**src/rtl/uart_rx_frontend.sv**
```systemverilog
// ============================================================================
// Module      : uart_rx_frontend
// Description : 8N1 UART receiver with line synchroniser, mid-bit sampling,
//               framing-error detection and break handling.
// Revision    : 1.0 - initial release
// ============================================================================
`default_nettype none

module uart_rx_frontend #(
    parameter int CLKS_PER_BIT = 87,
    parameter int SYNC_STAGES  = 2
) (
    input  logic              CLK,
    input  logic              RST,
    input  logic              Rx_Serial_in,
    output logic              Rx_DV_out,
    output logic signed [7:0] Rx_Byte_out,
    output logic              Frame_Err_out,
    output logic              Busy_out
);

    localparam logic [15:0] c_LAST = 16'(CLKS_PER_BIT - 1);
    localparam logic [15:0] c_HALF = 16'((CLKS_PER_BIT - 1) / 2);

    typedef enum logic [2:0] {
        S_IDLE  = 3'd0,
        S_START = 3'd1,
        S_DATA  = 3'd2,
        S_STOP  = 3'd3,
        S_BREAK = 3'd4
    } state_t;

    state_t                 r_state;
    logic [SYNC_STAGES-1:0] r_sync;
    logic [15:0]            r_clk_cnt;
    logic [2:0]             r_bit_idx;
    logic [7:0]             r_shift;
    logic                   w_s;

    assign w_s      = r_sync[SYNC_STAGES-1];
    assign Busy_out = (r_state != S_IDLE);

    always_ff @(posedge CLK) begin
        if (!RST) begin
            r_sync        <= '1;
            r_state       <= S_IDLE;
            r_clk_cnt     <= '0;
            r_bit_idx     <= '0;
            r_shift       <= '0;
            Rx_DV_out     <= 1'b0;
            Rx_Byte_out   <= '0;
            Frame_Err_out <= 1'b0;
        end else begin
            r_sync        <= {r_sync[SYNC_STAGES-2:0], Rx_Serial_in};
            Rx_DV_out     <= 1'b0;
            Frame_Err_out <= 1'b0;

            case (r_state)
                S_IDLE: begin
                    r_clk_cnt <= '0;
                    if (!w_s) begin
                        r_state <= S_START;
                    end
                end

                // Re-check the line half a bit in; a high level means a glitch.
                S_START: begin
                    if (r_clk_cnt == c_HALF) begin
                        r_clk_cnt <= '0;
                        r_bit_idx <= '0;
                        r_state   <= w_s ? S_IDLE : S_DATA;
                    end else begin
                        r_clk_cnt <= r_clk_cnt + 16'd1;
                    end
                end

                S_DATA: begin
                    if (r_clk_cnt == c_LAST) begin
                        r_clk_cnt          <= '0;
                        r_shift[r_bit_idx] <= w_s;
                        if (r_bit_idx == 3'd7) begin
                            r_state <= S_STOP;
                        end else begin
                            r_bit_idx <= r_bit_idx + 3'd1;
                        end
                    end else begin
                        r_clk_cnt <= r_clk_cnt + 16'd1;
                    end
                end

                // Leaving at mid-stop lets a start bit that follows immediately be caught.
                S_STOP: begin
                    if (r_clk_cnt == c_LAST) begin
                        r_clk_cnt <= '0;
                        if (w_s) begin
                            Rx_Byte_out <= r_shift;
                            Rx_DV_out   <= 1'b1;
                            r_state     <= S_IDLE;
                        end else begin
                            Frame_Err_out <= 1'b1;
                            r_state       <= S_BREAK;
                        end
                    end else begin
                        r_clk_cnt <= r_clk_cnt + 16'd1;
                    end
                end

                S_BREAK: begin
                    if (w_s) begin
                        r_state <= S_IDLE;
                    end
                end

                default: begin
                    r_state <= S_IDLE;
                end
            endcase
        end
    end

endmodule

`default_nettype wire

```
**config.mk**
```make
export PLATFORM = sky130hd
export DESIGN_NAME = uart_rx_frontend
export DESIGN_NICKNAME = d
export VERILOG_FILES = /design/src/rtl/uart_rx_frontend.sv
export SDC_FILE = /design/constraint.sdc
export NUM_CORES = 1
export LEC_CHECK = 0
export CAP_MARGIN = 20
export CELL_PAD_IN_SITES_DETAIL_PLACEMENT = 2
export CELL_PAD_IN_SITES_GLOBAL_PLACEMENT = 2
export CORE_ASPECT_RATIO = 1.2
export CORE_MARGIN = 4
export CORE_UTILIZATION = 39
export CTS_CLUSTER_SIZE = 30
export DETAILED_ROUTE_END_ITERATION = 16
export PLACE_DENSITY_LB_ADDON = 0.1
export SLEW_MARGIN = 20
export SYNTH_ARGS = -nofsm -noshare
export SYNTH_HDL_FRONTEND = slang
export SYNTH_SLANG_ARGS = --single-unit
```
**constraint.sdc**
```tcl
create_clock -name CLK -period 7.1 [get_ports CLK]
set_clock_uncertainty 0.2 [all_clocks]
set_input_delay 1.065 -clock CLK [delete_from_list [all_inputs] [get_ports CLK]]
set_output_delay 1.065 -clock CLK [all_outputs]
set_load 0.03 [all_outputs]
```
==> results.ini, run 1 <==
[die]
start_util = 0.403
rows = 29
placeableCoreArea_um2 = 5300
die_h_um = 89.0
dieArea_um2 = 6720
io_pins = 14
die_w_um = 75.5

[place]
dpl.hpwl_um = 3860
routabilityCongestion = 0.769
pre_cts_ws_ps = 3400
port_buffers = 13

[detailed_routing]
wirelength_um = 5460
drt_iter0_drc = 80
via_per_inst = 5.94
routed-via-count = 1872
wl_per_cell_um = 17.3
dr.pass1.iters = 4
route.detailed.drc = 0
detail-route-antenna-nets = 0

[logic_synthesis]
synth_compound_area_frac = 0.166
synth_top_flop_cell = dfxtp_1
avgSynthCellArea_um2 = 8.78
ys.warnings.count = 0
synth_nets = 250
synth_edf_count = 0
seq_area_frac_synth = 0.394
synthAdderAreaFrac = 0.0235
synth-xor-area-share = 0
synth_cells = 243
synth.distinct_cells = 50
synth-seq-cells = 42
netlist_area_um2 = 2130
synth.area.mux_share = 0.0469
synth_top_family_by_area = simple AND/OR/NAND/NOR gates
async_flop_share = 0
synth-simple-area-share = 0.324

[layout]
num-fill-cells = 578
final_cell_mix = dfxtp_1, nor2_1, nand2_1, clkdlybuf4s50_1, mux2i_1
area_growth_pct = 10.9
mostFrequentLayoutCell = dfxtp_1
nets = 259
seqCellArea_um2 = 841
n_antenna_cell = 0
drive_gt1_frac = 0.0593
multi_input_area_um2 = 1200

[cts]
numCtsBuffers = 5
cts_resized = 0
cts_root_buf = clkbuf_8
cts_sinks = 42
tritoncts = yes
clkLatencyLatePin_ps = 300
clk_pin_slew_ps = 80
h-tree-depth = 2
hold_buffers = 0
clockBufferDepth = 2
post-cts-setup-buffers = 0

[timing]
finalHoldViolCount = 0
setup_viol = 0
finalSetupTns_ps = 0
period_share = 0.475
maxSlewViolCount = 0
setup_ws_ps = 3730
rsz0062_at_grt = no
worstMarginPinSlew_ps = 782
max_freq_mhz = 297
min_period_ps = 3370
slew_headroom = 0.475

[hold_path]
whs_path_depth = 1
holdPathEnd = r_sync[1]$_SDFF_PN1_
hp-class = flip-flop to flip-flop
hold_start = r_sync[0]$_SDFF_PN1_

[global_routing]
grt_overflow = 0
grt_first_pass_wirelength_um = 9490
grt_pass1_vias = 1973
grt_usage = 0.183
antenna_found_initial = 0
grt_max_degree = 20

[worst_setup_path]
rr_endpoint = r_clk_cnt[7]$_SDFFE_PN0P_
cp.required_ps = 7100
crit_fanout = 17
r2r_slack_ps = 4280
ff2ff_path_depth = 7
cp-start-kind = input port
path_class = input port to flip-flop
cp-end-kind = flip-flop
r2r-start = r_clk_cnt[0]$_SDFFE_PN0P_
cp.arrival_ps = 3370

[power_and_ir_drop]
power_density_nw_per_um2 = 175
ir_worst_vdd_mv = 0.103
power_leakage_nw = 0.839

[run_status]
status = complete, no violations

[flow_run]
maxCapViolCount = 0

## synth_stat cells, types with 3 or more instances
cell type  number  area share
a211o_1         3       0.012
a21boi_0        6       0.021
a21o_1          6       0.021
a21oi_1         7       0.016
a22oi_1         3       0.011
and3_1          8       0.023
buf_6           3       0.016
clkbuf_1        5      0.0088
dfxtp_1        42        0.39
ha_1            4       0.023
inv_1           5      0.0088
mux2i_1        10       0.047
nand2_1        18       0.032
nand2b_1        5       0.015
nand3_1         9       0.021
nand4_1         7       0.021
nor2_1         26       0.046
nor2b_1         4       0.012
nor3_1          7       0.016
nor3b_1         5       0.018
nor4_1          5       0.015
nor4b_1         4       0.016
o211ai_1        3       0.011
o21a_1          8       0.028
o21ai_0         6       0.014
or3_1           5       0.015
## power breakdown
part	total (mW)	switching, mW	internal [mW]
logic	0.0107	0.00706	0.00365
registers	0.238	0.00160	0.236
clock network	0.164	0.0859	0.0786
total	0.413	0.0945	0.318
## state kept, by name (all words and copies together) (netlist names)
register       cells
Frame_Err_out      1
Rx_Byte_out        8
Rx_DV_out          1
r_bit_idx          3
r_clk_cnt         16
r_shift            8
r_state            3
r_sync             2
## final cells by class
class | instances | share of cell area
clock inverters | 1 | 0.00212
repair buffers | 14 | 0.0582
flip-flops and latches | 42 | 0.355
clock buffers | 7 | 0.0365
multi-input cells | 183 | 0.506
inverters | 6 | 0.00952
well taps | 62 | 0.0328
## worst max path at each step
stage	start	depth (start not counted)	end
after global routing	RST	7	r_clk_cnt[7]$_SDFFE_PN0P_
after global placement	RST	7	r_clk_cnt[9]$_SDFFE_PN0P_
final	RST	7	r_clk_cnt[7]$_SDFFE_PN0P_
after CTS	RST	7	r_clk_cnt[7]$_SDFFE_PN0P_
after floorplan	r_state[2]$_SDFFE_PN0P_	3	Busy_out
after detailed placement	RST	7	r_clk_cnt[7]$_SDFFE_PN0P_
## routing by layer
layer	routed length [um]	global-route usage
met5	0	0
met2	2880	0.331
met3	75	0.0304
met4	74	0.0572
met1	2420	0.218
## logic make-up (layout without fill, tap and decap cells)
kind of cell | after synthesis | count (layout)
compound gates | 50 | 50
fa+ha+maj | 4 | 4
buf+inv | 18 | 28
flops | 42 | 42
mux | 10 | 10
simple gates | 119 | 119
## per-stage QoR
stage,power [mW],hold slack [ps],area [um^2],cells,util
CTS,0.418,218,2370,315,0.447
global placement,0.254,191,2270,307,0.429
detailed placement,0.254,200,2270,307,0.429
global route,0.431,232,2370,315,0.447
floorplan,0.250,186,2130,243,-
finish,0.413,214,2370,315,0.447
## critical path: stages
cell and delay [ps]:
clkdlybuf4s50_1 770, nand4bb_1 270, a41oi_1 80, nor2_1 600, buf_4 300, o21ai_0 100
a21o_1 190
(Power assumes the default switching activity.)
==> run 2, diff against run 1 <==
--- a/config.mk
+++ b/config.mk
@@ -10,7 +10,7 @@
 export CELL_PAD_IN_SITES_GLOBAL_PLACEMENT = 2
 export CORE_ASPECT_RATIO = 1.2
 export CORE_MARGIN = 4
-export CORE_UTILIZATION = 39
+export CORE_UTILIZATION = 36
 export CTS_CLUSTER_SIZE = 30
 export DETAILED_ROUTE_END_ITERATION = 16
 export PLACE_DENSITY_LB_ADDON = 0.1
==> constraint.sdc (replaced) <==
create_clock -name CLK -period 3.2 [get_ports CLK]
set_clock_uncertainty 0.2 [all_clocks]
set_input_delay 0.48 -clock CLK [delete_from_list [all_inputs] [get_ports CLK]]
set_output_delay 0.48 -clock CLK [all_outputs]
set_load 0.03 [all_outputs]
==> run 2 against run 1 <==
- sequential cell count unchanged
- critical path type is now flip-flop to flip-flop
- critical endpoint is now r_shift[0]$_SDFFE_PN0P_
- global-route usage fell by 1.3 points
- worst setup slack worse by 3100 ps
- worst hold slack worse by 2.7 ps
- non-clock buffer count increased by 6
- register-to-register slack got worse by 3700 ps
==> results.ini, run 2 (same netlist as run 1, synthesis figures left out) <==
[place]
dpl.hpwl_um = 4070  ; was 3860 um
dp.cells = 331  ; was 307
routabilityCongestion = 0.747  ; was 0.769
port_buffers = 13  ; unchanged

[worst_setup_path]
r2r_slack_ps = 590  ; was 4280 ps
cp.required_ps = 3190  ; was 7100 ps
cp-start-kind = flip-flop  ; was input port
cp-end-kind = flip-flop  ; unchanged
crit_fanout = 9  ; was 17
cp.arrival_ps = 2610  ; was 3370 ps
path_class = flip-flop to flip-flop  ; was input port to flip-flop

[timing]
worstMarginPinSlew_ps = 649  ; was 782 ps
rsz0062_at_grt = no  ; unchanged
period_share = 0.816
setup_viol = 0  ; unchanged
finalSetupTns_ps = 0  ; unchanged
max_freq_mhz = 383
min_period_ps = 2610
holdWs_ps = 211  ; was 214 ps
finalHoldViolCount = 0  ; unchanged
slew_headroom = 0.563  ; was 0.475
maxSlewViolCount = 0  ; unchanged

[die]
start_util = 0.374  ; was 0.403
rows = 30  ; was 29
dieArea_um2 = 7230  ; was 6720 um^2
die_h_um = 92.3  ; was 89.0 um
placeableCoreArea_um2 = 5710  ; was 5300 um^2
die_w_um = 78.3  ; was 75.5 um
io_pins = 14  ; unchanged

[detailed_routing]
detail-route-antenna-nets = 0  ; unchanged
routed-via-count = 1879  ; was 1872
wirelength_um = 5700  ; was 5460 um
via_per_inst = 5.54  ; was 5.94
drt_iter0_drc = 56  ; was 80
route.detailed.drc = 0  ; unchanged
wl_per_cell_um = 16.8  ; was 17.3 um
dr.pass1.iters = 4  ; unchanged

[cts]
cts_resized = 0  ; unchanged
clk_pin_slew_ps = 80  ; about the same
tritoncts = yes  ; unchanged
clkLatencyLatePin_ps = 290  ; was 300 ps
numCtsBuffers = 5  ; unchanged
hold_buffers = 0  ; unchanged
cts_root_buf = clkbuf_8  ; unchanged
clockBufferDepth = 2  ; unchanged
cts_sinks = 42  ; unchanged
post-cts-setup-buffers = 0  ; unchanged
h-tree-depth = 2  ; unchanged

[hold_path]
hp-class = flip-flop to flip-flop  ; unchanged

[global_routing]
grt_max_degree = 23  ; was 20
grt_overflow = 0  ; unchanged
grt_pass1_vias = 1972  ; was 1973
grt_usage = 0.170  ; was 0.183
antenna_found_initial = 0  ; unchanged
grt_first_pass_wirelength_um = 9790  ; was 9490 um

[layout]
area_growth_pct = 14.9  ; was 10.9%
final_cell_mix = dfxtp_1, nor2_1, nand2_1, clkdlybuf4s50_1, mux2i_1  ; unchanged
reg_top3 = r_clk_cnt (16), Rx_Byte_out (8), r_shift (8)  ; unchanged
num-fill-cells = 665  ; was 578
mostFrequentLayoutCell = dfxtp_1  ; unchanged
nets = 265  ; was 259
largest_reg_flops = 16  ; unchanged
n_antenna_cell = 0  ; unchanged
drive_gt1_frac = 0.0849  ; was 0.0593
fin_cells = 339  ; was 315
largest_register = r_clk_cnt  ; unchanged

[power_and_ir_drop]
p_comb_frac = 0.027  ; was 0.026
power_density_nw_per_um2 = 397  ; was 175 nW/um^2
sw_frac_of_total = 0.216  ; was 0.229
ir_worst_vdd_mv = 0.187  ; was 0.103 mV
p_int_mw = 0.764  ; was 0.318 mW
p_clk_frac = 0.431  ; was 0.398
p_total_mw = 0.973  ; was 0.413 mW
switchingPower_mw = 0.210  ; was 0.0945 mW
seqPwrFrac = 0.542  ; was 0.576
power_leakage_nw = 0.879  ; was 0.839 nW

[run_status]
status = complete, no violations  ; unchanged

[flow_run]
maxCapViolCount = 0  ; unchanged

[run 2: cell types whose count changed in the layout (fill, tap and decap cells not counted), sizes merged]
cell / change
clkinv: +1
buf: +6
bufinv: +1
clkbuf: -2
[run 2: critical path, cell delays in order, from the launching register on]
cell	delay, ps
dfxtp_1	370
nor4_2	630
nand3_2	360
nor4_1	570
a21boi_0	180
o21a_1	200
[run 2: final timing paths]
kind                                           endpoint  cells after the start                  startpoint
worst max register to register  r_shift[0]$_SDFFE_PN0P_                      5  r_clk_cnt[10]$_SDFFE_PN0P_
worst max-delay path            r_shift[0]$_SDFFE_PN0P_                      5  r_clk_cnt[10]$_SDFFE_PN0P_
worst min-delay path               r_sync[1]$_SDFF_PN1_                      1        r_sync[0]$_SDFF_PN1_
worst min register to register     r_sync[1]$_SDFF_PN1_                      1        r_sync[0]$_SDFF_PN1_
[run 2: final cells by class]
type,instances,area (um^2),area share
Multi-Input combinational cell,183,1200,0.488
Tap cell,80,100,0.0408
Inverter,6,22.5,0.00919
Timing Repair Buffer,20,183,0.0745
Clock buffer,5,68.8,0.0281
Sequential cell,42,841,0.343
Clock inverter,3,40.0,0.0163
[run 2: stage by stage]
step,worst slack (ps),util,instance area (um^2)
2_1_floorplan,917,-,2130
3_3_place_gp,629,0.411,2340
3_5_place_dp,573,0.411,2340
4_1_cts,551,0.430,2450
5_1_grt,318,0.430,2450
6_report,589,0.430,2450
[run 2: power by group through the flow]
stage | clock network (mW) | registers [mW] | logic [mW]
floorplan | 0 | 0.537 | 0.0169
global placement | 0 | 0.540 | 0.0263
detailed placement | 0 | 0.540 | 0.0270
CTS | 0.440 | 0.528 | 0.0273
global route | 0.457 | 0.528 | 0.0293
finish | 0.420 | 0.527 | 0.0264
[run 2: per-layer routing]
metal,track usage,wire length [um],up-vias
li1,-,-,920
met3,0.0340,105,8
met4,0.0525,86,0
met5,0,0,-
met2,0.331,3170,19
met1,0.180,2340,932
==> run 3, diff against run 2 <==
==> constraint.sdc (replaced) <==
create_clock -name CLK -period 2.6 [get_ports CLK]
set_clock_uncertainty 0.2 [all_clocks]
set_input_delay 0.39 -clock CLK [delete_from_list [all_inputs] [get_ports CLK]]
set_output_delay 0.39 -clock CLK [all_outputs]
set_load 0.03 [all_outputs]
==> run 3 against run 2 <==
- count of clock-buffer cells in the layout rose by 1
- maximum frequency rose by 10%
- power rose by 24%
- critical path depth rose by 2
- worst hold slack improved by 13 ps
- critical path type unchanged
- first-iteration DRC count fell by 14%
- sequential power rose by 23%
- largest power group unchanged
- final area rose by 5.7%
- clock power rose by 25%
- cell count rose by 4.1%
- critical endpoint is now r_clk_cnt[8]$_SDFFE_PN0P_
- wire length rose by 6.0%
- sequential cell count did not move
==> results.ini, run 3 (same netlist as run 1, synthesis figures left out) <==
[die]
rows = 30  ; unchanged
dieArea_um2 = 7230  ; unchanged
start_util = 0.374  ; unchanged
io_pins = 14  ; unchanged
placeableCoreArea_um2 = 5710  ; unchanged
die_h_um = 92.3  ; unchanged
die_w_um = 78.3  ; unchanged

[global_routing]
grt_max_degree = 23  ; unchanged
grt_overflow = 0  ; unchanged
grt_first_pass_wirelength_um = 10400  ; was 9790 um
antenna_found_initial = 0  ; unchanged
grt_pass1_vias = 2107  ; was 1972
grt_usage = 0.182  ; was 0.170

[power_and_ir_drop]
seqPwrFrac = 0.534  ; was 0.542
p_clk_frac = 0.433  ; was 0.431
sw_frac_of_total = 0.218  ; was 0.216
switchingPower_mw = 0.264  ; was 0.210 mW
power_density_nw_per_um2 = 468  ; was 397 nW/um^2
power_leakage_nw = 0.954  ; was 0.879 nW
p_comb_frac = 0.032  ; was 0.027
ir_worst_vdd_mv = 0.195  ; was 0.187 mV
p_int_mw = 0.947  ; was 0.764 mW

[worst_setup_path]
cp.required_ps = 2630  ; was 3190 ps
r2r_slack_ps = 230  ; was 590 ps
cp.arrival_ps = 2400  ; was 2610 ps
critPathMaxStageDelay_ps = 600  ; was 630 ps
crit_chain = inv_1, ha_1, and4bb_2, nand4_1, a22o_2, or4b_2, a31oi_1  ; was nor4_2, nand3_2, nor4_1, a21boi_0, o21a_1
crit_slowest_cell = or4b_2  ; was nor4_2
path_class = flip-flop to flip-flop  ; unchanged
cp-end-kind = flip-flop  ; unchanged
cp-start-kind = flip-flop  ; unchanged
crit_fanout = 6  ; was 9

[layout]
largest_reg_flops = 16  ; unchanged
nets = 279  ; was 265
fin_cells = 353  ; was 339
reg_top3 = r_clk_cnt (16), Rx_Byte_out (8), r_shift (8)  ; unchanged
area_growth_pct = 21.4  ; was 14.9%
drive_gt1_frac = 0.139  ; was 0.0849
n_antenna_cell = 0  ; unchanged
final_cell_mix = dfxtp_1, nor2_1, buf_4, nand2_1, clkdlybuf4s50_1  ; was dfxtp_1, nor2_1, nand2_1, clkdlybuf4s50_1, mux2i_1
largest_register = r_clk_cnt  ; unchanged
mostFrequentLayoutCell = dfxtp_1  ; unchanged

[timing]
rsz0062_at_grt = no  ; unchanged
maxSlewViolCount = 0  ; unchanged
max_freq_mhz = 422  ; was 383 MHz
period_share = 0.912  ; was 0.816
min_period_ps = 2370  ; was 2610 ps
setup_viol = 0  ; unchanged
worstMarginPinSlew_ps = 480  ; was 649 ps
holdWs_ps = 224  ; was 211 ps
finalSetupTns_ps = 0  ; unchanged
slew_headroom = 0.680  ; was 0.563
finalHoldViolCount = 0  ; unchanged

[detailed_routing]
wirelength_um = 6050  ; was 5700 um
drt_iter0_drc = 48  ; was 56
detail-route-antenna-nets = 0  ; unchanged
routed-via-count = 1929  ; was 1879
wl_per_cell_um = 17.1  ; was 16.8 um
route.detailed.drc = 0  ; unchanged
dr.pass1.iters = 4  ; unchanged
via_per_inst = 5.46  ; was 5.54

[cts]
tritoncts = yes  ; unchanged
h-tree-depth = 2  ; unchanged
clockBufferDepth = 2  ; unchanged
cts_root_buf = clkbuf_8  ; unchanged
cts_sinks = 42  ; unchanged
clk_pin_slew_ps = 90  ; was 80 ps
numCtsBuffers = 5  ; unchanged
clkLatencyLatePin_ps = 300  ; was 290 ps

[place]
routabilityCongestion = 0.747  ; about the same
dpl.hpwl_um = 4280  ; was 4070 um
dp.cells = 345  ; was 331
port_buffers = 13  ; unchanged

[flow_run]
maxCapViolCount = 0  ; unchanged

[run_status]
status = complete, no violations  ; unchanged

[hold_path]
hp-class = flip-flop to flip-flop  ; unchanged

## run 3: cell count changes in the layout (fill, tap and decap cells not counted), sizes merged
| cell | delta |
|---|---|
| clkbuf | +1 |
| buf | +14 |
| clkinv | -2 |
| clkinvlp | +1 |
## run 3: area by class of cell
type	count	area, um^2
clock inverter	2	37.5
inverter	6	22.5
fill	648	3120
clock buffer	6	72.6
timing repair buffer	34	300
sequential	42	841
multi-input combinational	183	1220
tap	80	100
## run 3: through the flow
stage,setup WS (ps),power (mW),util,area [um^2]
final,229,1.21,0.454,2590
after global routing,34.3,1.27,0.454,2590
after CTS,30.9,1.23,0.450,2570
after detailed placement,79.2,0.702,0.431,2460
after global placement,174,0.701,0.431,2460
after floorplan,317,0.682,-,2130
## run 3: final timing paths
check	from	end	depth (start not counted)
worst max-delay path	r_clk_cnt[0]$_SDFFE_PN0P_	r_clk_cnt[8]$_SDFFE_PN0P_	7
worst min-delay path	r_sync[0]$_SDFF_PN1_	r_sync[1]$_SDFF_PN1_	1
worst max register to register	r_clk_cnt[0]$_SDFFE_PN0P_	r_clk_cnt[8]$_SDFFE_PN0P_	7
worst min register to register	r_sync[0]$_SDFF_PN1_	r_sync[1]$_SDFF_PN1_	1
## run 3: timing repair
action                                  in CTS  in global routing
buffers inserted                             0                  0
gates resized for setup                      0                  4
endpoints found under the setup margin       0                  6
hold buffers                                 0                  0
## run 3: routing by layer
metal	routed length [um]	part of all wire	track usage
met2	3350	0.55	0.347
met5	0	0	0
met4	113	0.019	0.0641
met3	72	0.012	0.0292
met1	2510	0.42	0.200
## run 3: critical path, delay by kind of cell (launching register included)
kind | cells | cell delay [ps]
compound gates | 2 | 420
buf+inv | 1 | 70
simple gates | 3 | 990
flops | 1 | 420
fa+ha+maj | 1 | 200
## run 3: power groups by stage
| stage | Sequential [mW] | Clock (mW) | Combinational, mW |
|---|---|---|---|
| 2_1_floorplan | 0.661 | 0 | 0.0208 |
| 4_1_cts | 0.647 | 0.543 | 0.0404 |
| 5_1_grt | 0.648 | 0.575 | 0.0437 |
| 6_report | 0.647 | 0.525 | 0.0392 |
| 3_5_place_dp | 0.663 | 0 | 0.0396 |
| 3_3_place_gp | 0.662 | 0 | 0.0386 |
